==> src/rtl/dbus_mem_arbiter.sv <==
// dbus_mem_arbiter
// Shares the VexRiscv program/data RAM data port between the CPU dBus (requester 0)
// and an auxiliary master such as a UART loader or DMA (requester 1).
// The grant is decided in the same cycle as the request. Read data comes back one cycle
// after acceptance and is steered to the master that issued the read.
//
// Build option ARB_ROUND_ROBIN_EN:
//   defined   - on contention the master not granted last wins (rr_last)
//   undefined - CPU wins contention; aux is forced through after MAX_WAIT lost cycles
//
// state      | meaning
// lock_q     | aux holds the port for a burst; the CPU is kept off the port
// wait_cnt   | consecutive cycles aux has waited without a grant (fixed-priority build)
// rr_last    | master granted most recently (round-robin build)
// rd_pending | a read was accepted last cycle; rd_owner records which master issued it
module dbus_mem_arbiter #(
   parameter int WL       = 32,
   parameter int ADDR_WL  = 13,
   parameter int MAX_WAIT = 16
) (
   input  logic                 clk,
   input  logic                 reset,
   input  logic                 cpu_cmd_valid,
   output logic                 cpu_cmd_ready,
   input  logic                 cpu_cmd_wr,
   input  logic [ADDR_WL-1:0]   cpu_cmd_addr,
   input  logic [WL/8-1:0]      cpu_cmd_be,
   input  logic [WL-1:0]        cpu_cmd_wdata,
   output logic                 cpu_rsp_valid,
   output logic [WL-1:0]        cpu_rsp_data,
   input  logic                 aux_cmd_valid,
   output logic                 aux_cmd_ready,
   input  logic                 aux_cmd_wr,
   input  logic [ADDR_WL-1:0]   aux_cmd_addr,
   input  logic [WL/8-1:0]      aux_cmd_be,
   input  logic [WL-1:0]        aux_cmd_wdata,
   input  logic                 aux_lock,
   output logic                 aux_rsp_valid,
   output logic [WL-1:0]        aux_rsp_data,
   output logic [WL/8-1:0]      mem_we,
   output logic [ADDR_WL-1:0]   mem_addr,
   output logic [WL-1:0]        mem_din,
   input  logic [WL-1:0]        mem_dout
);

   localparam int   BW      = WL / 8;
   localparam logic OWN_CPU = 1'b0;
   localparam logic OWN_AUX = 1'b1;

   logic                lock_q;
   logic                rd_pending;
   logic                rd_owner;
   logic                aux_wins_tie;
   logic                gnt_cpu;
   logic                gnt_aux;
   logic                any_gnt;
   logic                win_wr;
   logic [BW-1:0]       win_be;
   logic [ADDR_WL-1:0]  win_addr;
   logic [WL-1:0]       win_wdata;
   logic [ADDR_WL-1:0]  addr_q;
   logic [WL-1:0]       din_q;

`ifdef ARB_ROUND_ROBIN_EN
   logic rr_last;

   // Contention goes to whichever master did not win most recently.
   assign aux_wins_tie = (rr_last == OWN_CPU);

   // Remember the most recent winner; idle cycles leave it untouched.
   always_ff @(posedge clk) begin
      if (reset) begin
         rr_last <= OWN_AUX;
      end else if (gnt_aux) begin
         rr_last <= OWN_AUX;
      end else if (gnt_cpu) begin
         rr_last <= OWN_CPU;
      end
   end
`else
   localparam logic [7:0] WAIT_LIMIT = 8'(MAX_WAIT);

   logic [7:0] wait_cnt;

   // CPU wins contention until aux has lost MAX_WAIT cycles in a row.
   assign aux_wins_tie = (wait_cnt == WAIT_LIMIT);

   // Count consecutive aux losses, saturating; any aux grant or aux idle restarts it.
   always_ff @(posedge clk) begin
      if (reset) begin
         wait_cnt <= '0;
      end else if (!aux_cmd_valid || gnt_aux) begin
         wait_cnt <= '0;
      end else if (wait_cnt != WAIT_LIMIT) begin
         wait_cnt <= wait_cnt + 8'd1;
      end
   end
`endif

   // Single-cycle grant; nothing is granted while reset is asserted.
   always_comb begin
      gnt_cpu = 1'b0;
      gnt_aux = 1'b0;
      if (!reset) begin
         if (lock_q) begin
            gnt_aux = aux_cmd_valid;
         end else if (cpu_cmd_valid && aux_cmd_valid) begin
            gnt_aux = aux_wins_tie;
            gnt_cpu = !aux_wins_tie;
         end else begin
            gnt_cpu = cpu_cmd_valid;
            gnt_aux = aux_cmd_valid;
         end
      end
   end

   assign cpu_cmd_ready = gnt_cpu;
   assign aux_cmd_ready = gnt_aux;
   assign any_gnt       = gnt_cpu | gnt_aux;

   // Select the winning master's command for the memory side.
   always_comb begin
      win_wr    = cpu_cmd_wr;
      win_be    = cpu_cmd_be;
      win_addr  = cpu_cmd_addr;
      win_wdata = cpu_cmd_wdata;
      if (gnt_aux) begin
         win_wr    = aux_cmd_wr;
         win_be    = aux_cmd_be;
         win_addr  = aux_cmd_addr;
         win_wdata = aux_cmd_wdata;
      end
   end

   // Write enables only ever come from a granted write; address and data hold when idle.
   assign mem_we   = any_gnt ? (win_be & {BW{win_wr}}) : '0;
   assign mem_addr = any_gnt ? win_addr : addr_q;
   assign mem_din  = any_gnt ? win_wdata : din_q;

   // Keep the last driven address/data so the RAM inputs stay quiet between accesses.
   always_ff @(posedge clk) begin
      if (reset) begin
         addr_q <= '0;
         din_q  <= '0;
      end else if (any_gnt) begin
         addr_q <= win_addr;
         din_q  <= win_wdata;
      end
   end

   // Aux burst lock: taken on a locked aux grant, released as soon as aux_lock drops.
   always_ff @(posedge clk) begin
      if (reset) begin
         lock_q <= 1'b0;
      end else if (gnt_aux && aux_lock) begin
         lock_q <= 1'b1;
      end else if (!aux_lock) begin
         lock_q <= 1'b0;
      end
   end

   // Track the read accepted last cycle so its data can be routed to the issuer.
   always_ff @(posedge clk) begin
      if (reset) begin
         rd_pending <= 1'b0;
         rd_owner   <= OWN_CPU;
      end else begin
         rd_pending <= any_gnt && !win_wr;
         rd_owner   <= gnt_aux ? OWN_AUX : OWN_CPU;
      end
   end

   // A response due in a reset cycle is dropped rather than delivered.
   assign cpu_rsp_valid = rd_pending && (rd_owner == OWN_CPU) && !reset;
   assign aux_rsp_valid = rd_pending && (rd_owner == OWN_AUX) && !reset;
   assign cpu_rsp_data  = mem_dout;
   assign aux_rsp_data  = mem_dout;

endmodule

==> config.mk <==
export PLATFORM = sky130hd
export DESIGN_NAME = dbus_mem_arbiter
export DESIGN_NICKNAME = d
export VERILOG_FILES = /design/src/rtl/dbus_mem_arbiter.sv
export SDC_FILE = /design/constraint.sdc
export NUM_CORES = 1
export LEC_CHECK = 0
export ABC_AREA = 0
export CORE_MARGIN = 2
export CORE_UTILIZATION = 38
export CTS_CLUSTER_SIZE = 16
export DETAILED_ROUTE_END_ITERATION = 10
export GPL_TIMING_DRIVEN = 0
export PLACE_DENSITY = 0.95
export SYNTH_ARGS = -nofsm -noshare
export SYNTH_HDL_FRONTEND = slang
export SYNTH_SLANG_ARGS = --single-unit
==> constraint.sdc <==
create_clock -name clk -period 6.15 [get_ports clk]
set_input_delay 0.9225 -clock clk [delete_from_list [all_inputs] [get_ports clk]]
set_output_delay 0.9225 -clock clk [all_outputs]
set_load 0.1 [all_outputs]
# [Word level (Yosys, flattened, before mapping)]
# Cells that the tools add are included.
[totals] reg_bits=56 input_bits=137 out_inout_bits=117 wordCells=42
[op_classes] n_bitwise=3 add_sub_neg=1 n_reduce_logical=13 n_eq_ne=3 muxes=16
[ops] operator="2-to-1 mux 32 bit" n=2
[ops] operator="2-to-1 mux 13 bit" n=2
[ops] operator="2-to-1 mux 1 bit" n=10
[ops] operator="adder 8 x 1 -> 8 bit, second input constant" n=1
[ops] operator="equality test 8 x 5 -> 1 bit, second input constant" n=1
[ops] operator="2-to-1 mux 4 bit" n=2
[ops] operator="inequality test 8 x 5 -> 1 bit, second input constant" n=1
[ops] operator="logical AND 1 bit" n=7
[ops] operator="bitwise AND 4 bit" n=1
[ops] operator="zero test 1 bit" n=4
[ops] operator="inequality test 2 x 1 -> 1 bit, second input constant" n=1
[ops] operator="OR reduction 2 bit" n=1
[ops] operator="logical OR 1 bit" n=1
[ops] operator="inverter 1 bit" n=1
[ops] operator="OR 1 bit" n=1

# [Longest topological paths before layout]
[depth] ltp_word=7 mapped_depth=8 depth_no_buf=6

# [Least setup slack after synthesis]
# Ideal clock, no wire load.
[synth_timing] path_type="input -> output" startpoint="in cpu_cmd_valid" endpoint="out mem_we[0]" path_stages=5 t_required_ps=5227 arrival_ps=4553 slack_ps=674 path_buffers=1 path_cell_list="or2b_1 a21o_2 and2_1 clkbuf_1 o31ai_1"
[synth_via] elab_chain_len=7 word_cells_on_any_way=12 classes_between="mux: 9; bitwise: 2; reduce/logical: 1"
[synth_rtl] item="start: declaration" line="23" text="input logic cpu_cmd_valid,"
[synth_rtl] item="logical AND 1 bit (*)" line="107" text="end else if (cpu_cmd_valid && aux_cmd_valid) begin"
[synth_rtl] item="2-to-1 mux 1 bit (*)" line="107"
[synth_rtl] item="2-to-1 mux 1 bit (*)" line="105" text="if (lock_q) begin"
[synth_rtl] item="2-to-1 mux 1 bit (*)" line="104" text="if (!reset) begin"
[synth_rtl] item="net aux_cmd_ready" line="32" text="output logic aux_cmd_ready,"
[synth_rtl] item="2-to-1 mux 4 bit / 2-to-1 mux 1 bit (equally long branches)" line="127" text="if (gnt_aux) begin"
[synth_rtl] item="bitwise AND 4 bit" line="136" text="assign mem_we = any_gnt ? (win_be & {BW{win_wr}}) : '0;"
[synth_rtl] item="2-to-1 mux 4 bit (*)" line="136"
[synth_rtl] item="end: declaration" line="40" text="output logic [WL/8-1:0] mem_we,"
# The timed path passes the listed nets; every way through them passes the cells marked *.

# [Final worst setup path]
[layout_timing] startpoint="in aux_cmd_valid" endpoint="out mem_din[13]"
[layout_via] elab_chain_len=6 word_cells_on_any_way=10 classes_between="mux: 8; bitwise: 1; reduce/logical: 1"
[layout_rtl] item="start: declaration" line="31" text="input logic aux_cmd_valid,"
[layout_rtl] item="logical AND 1 bit" line="107"
[layout_rtl] item="2-to-1 mux 1 bit" line="107"
[layout_rtl] item="2-to-1 mux 1 bit" line="105"
[layout_rtl] item="2-to-1 mux 1 bit" line="104"
[layout_rtl] item="2-to-1 mux 32 bit / OR 1 bit (equally long branches)" line="127, 119"
[layout_rtl] item="2-to-1 mux 32 bit (*)"
[layout_rtl] item="end: declaration" line="42" text="output logic [WL-1:0] mem_din,"
# Mark *: on every way between the ends. The rest lies on a longest branch, timed or not.

==> impl_metrics.json <==
{
  "outcome": "completed",
  "finalNetCount": 758,
  "largest_net_degree_at_the_start_of_global_routing": 19,
  "worst_setup_hold_path_clk_slew_ns": 0.10,
  "layout_common_cells": "220 x sky130_fd_sc_hd__clkdlybuf4s50_1, 65 x sky130_fd_sc_hd__buf_4, 56 x sky130_fd_sc_hd__dfxtp_1",
  "dominant_combinational_cell_family_by_area_after_synthesis": "compound AO/OA/AOI/OAI gates",
  "cp_data_required_time_ns": 5.23,
  "timing.setup.critical_path_class": "primary input to output port",
  "synthSimpleGateAreaFrac_pct": 21.9,
  "hpwl_detailed_um": 9600,
  "syn_nets": 531,
  "die_y_um": 101,
  "fraction_of_layout_instances_using_a_drive_strength_above_1_pct": 24.2,
  "netlist-cell-type-count": 37,
  "tightest_slew_ns": 1.03,
  "critical-path-top-delay-family": "buffers and inverters",
  "setup_total_negative_slack_ns": 0,
  "synth-xor-area-share_pct": 1.47,
  "n_antenna_cell": 0,
  "synthCells": 392,
  "flow.area_growth_from_synthesis_pct": 68.5,
  "first_global_vias": 3734,
  "top_usage_layer": "met2",
  "io_buffers": 220,
  "synth_mux_area_share_pct": 0,
  "number_of_ports_placed_on_the_die_boundary": 254,
  "wire_length_of_the_first_global_routing_pass_um": 17800,
  "slowest_delay_ns": 1.18,
  "ys_warn_count": 0,
  "grt.met3_usage_pct": 4.76,
  "met2_usage_pct": 42.2,
  "clock_latency_ns": 0.31,
  "asyncSetResetFlopFracSynth_pct": 0,
  "wl_per_cell_um": 16.3,
  "start_util_pct": 39.0,
  "drt-vias-per-instance": 4.97,
  "vdd.ir_drop.worst_mv": 0.146,
  "grt_util_all_layers_pct": 21.7,
  "synth_area_um2": 3590,
  "timing.critical_path.cells": "clkdlybuf4s50_1 > nor2b_1 > clkbuf_1 > clkbuf_1 > and3_1 > or2_1 > clkdlybuf4s50_1",
  "layout.cells.most_common": "sky130_fd_sc_hd__clkdlybuf4s50_1",
  "core.rowCount": 35,
  "synth-seq-cells": 56,
  "post_synthesis_average_cell_area_um2": 9.15,
  "total_leakage_power_nw": 2.80,
  "dieArea_um2": 10200,
  "cts-root-buf": "sky130_fd_sc_hd__clkbuf_8",
  "slew-limit-headroom_pct": 30.9,
  "routabilityCongestion": 0.799,
  "slew_violations": 0,
  "crit_arrival_ns": 4.10,
  "drt_first_iter_violations": 133,
  "ctsLongestPathBuffers": 2,
  "max_cap_violations": 0,
  "final_core_util_pct": 65.7,
  "cp_num_buf_inv": 4,
  "fin_worst_skew_ns": 0.00741,
  "tritoncts_clock_tree": "done",
  "postCtsResizedCells": 0,
  "final_antenna_net_count": 0,
  "fmax_mhz": 199,
  "placement.cell_area_um2": 5930,
  "ys_seq_area_share_pct": 31.3,
  "min_period_over_period_pct": 81.7,
  "post_cts.repair.setup_buffers": 0,
  "postLayoutCellArea_um2": 6040,
  "antenna_found_initial": 0,
  "critPathMaxFanout": 10,
  "synth_adder_area_share_pct": 0.698,
  "synth-edff-count": 0,
  "ctsHoldBuffers": 0,
  "die_width_um": 101,
  "dr.pass1.iters": 4,
  "fraction_of_synthesized_cell_area_taken_by_the_top_area_cell_type_pct": 31.3,
  "hold_fails_final_rpt": 0,
  "synthDominantAreaCellType": "sky130_fd_sc_hd__dfxtp_1",
  "drc": 0,
  "yosys-top-cells-area": "sky130_fd_sc_hd__dfxtp_1 31%, sky130_fd_sc_hd__buf_4 14%, sky130_fd_sc_hd__a22o_2 11%",
  "compound_gate_fraction_of_synth_area_pct": 27.1,
  "synth_top_flop_cell": "sky130_fd_sc_hd__dfxtp_1",
  "worst_path_max_delay_cell": "sky130_fd_sc_hd__clkdlybuf4s50_1",
  "power_density_nw_per_um2": 226,
  "report.final.setup_viol": 0,
  "worstSetupEndpointType": "output port",
  "finalCriticalPeriod_ns": 5.02,
  "core_area_um2": 9200,
  "numClockSinks": 56,
  "worst_hold_check_path_type": "register to register",
  "fillerInstances": 716,
  "met1_usage_pct": 23.4,
  "cts-buffers-inserted": 5,
  "residual_overflow_from_global_routing": 0,
  "drt-total-wl_um": 11900,
  "vias": 3635,
  "worst_setup_path_start_kind": "primary input",
  "clock_h_tree_levels": 2,
  "grt_setup_unrepaired": "false"
}
==> report_power, final <==
part | internal (mW) | total, mW | switching, mW | leakage [nW]
clock | 0.123 | 0.252 | 0.129 | 0.0548
combinational | 0.231 | 0.724 | 0.493 | 2.28
sequential | 0.382 | 0.388 | 0.00588 | 0.459
==> kinds of logic after synthesis <==
logic type / count (synthesis)
simple gates: 132
compound gates: 103
buf+inv: 93
flops: 56
xor+xnor: 6
fa+ha+maj: 2
==> layer usage <==
metal,vias to the layer above,part of all wire (%)
li1,1773,-
met1,1698,39
met2,137,53
met3,27,6.2
met4,0,2.1
met5,-,0
==> stage by stage <==
step | worst slack, ns | total power, mW | std cells | hold WS (ns)
finish | 1.13 | 1.36 | 731 | 0.466
global route | 0.985 | 1.41 | 731 | 0.500
CTS | 1.12 | 1.37 | 731 | 0.469
detailed placement | 1.13 | 1.12 | 723 | 0.455
global placement | 1.18 | 1.11 | 723 | 0.451
floorplan | 0.674 | 0.925 | 392 | 0.440
==> state kept, by name, summed over array words and instances (netlist names) <==
register    cells
addr_q         13
din_q          32
rd_pending      1
wait_cnt        8
rd_owner        1
lock_q          1
==> cell usage after synthesis, types with 2 or more instances <==
library cell                 n
sky130_fd_sc_hd__and3_1     41
sky130_fd_sc_hd__o21ba_1    22
sky130_fd_sc_hd__buf_2       4
sky130_fd_sc_hd__xor2_1      5
sky130_fd_sc_hd__o31ai_1     5
sky130_fd_sc_hd__o21ba_2    17
sky130_fd_sc_hd__a2bb2oi_1   3
sky130_fd_sc_hd__inv_1       2
sky130_fd_sc_hd__a22o_2     39
sky130_fd_sc_hd__a21oi_1     8
sky130_fd_sc_hd__or2_2       6
sky130_fd_sc_hd__dfxtp_1    56
sky130_fd_sc_hd__and3_2      2
sky130_fd_sc_hd__nand2_1    17
sky130_fd_sc_hd__nand4_1     4
sky130_fd_sc_hd__a32oi_1     3
sky130_fd_sc_hd__ha_1        2
sky130_fd_sc_hd__buf_6       4
sky130_fd_sc_hd__nor2b_1     5
sky130_fd_sc_hd__nor2_1      7
sky130_fd_sc_hd__a31oi_1     3
sky130_fd_sc_hd__and2_1      2
sky130_fd_sc_hd__or2_1      33
sky130_fd_sc_hd__clkbuf_1   17
sky130_fd_sc_hd__nor3b_1     2
sky130_fd_sc_hd__buf_4      65
sky130_fd_sc_hd__nand3_1     8
==> worst register-to-register path: cells and delay by family (launching register included) <==
family	cells	cell delay (ns)
buffers and inverters	2	0.30
AO/OA/AOI/OAI	3	0.89
adder cells (fa/ha/maj)	1	0.20
flip-flops	1	0.42
AND/OR/NAND/NOR	1	0.22
==> cell type report <==
class,instances,area (µm²),share of cell area (%)
plain buffers,91,622,10.3
clock buffers,5,68.8,1.14
clock inverters,3,46.3,0.766
inverters,2,7.51,0.124
multi-input cells,243,1840,30.4
flip-flops and latches,56,1120,18.6
well taps,111,139,2.30
repair buffers,220,2200,36.4
==> path summary, 6_finish.rpt <==
check	startpoint	to	slack, ns	cells after the start
worst max register to register	wait_cnt[0]	din_q[14]	4.07	7
worst min-delay path	addr_q[8]	addr_q[8]	0.47	2
worst min register to register	addr_q[8]	addr_q[8]	0.47	2
worst max-delay path	aux_cmd_valid	mem_din[13]	1.13	7
Note: power is estimated with default switching activity, not from simulation.
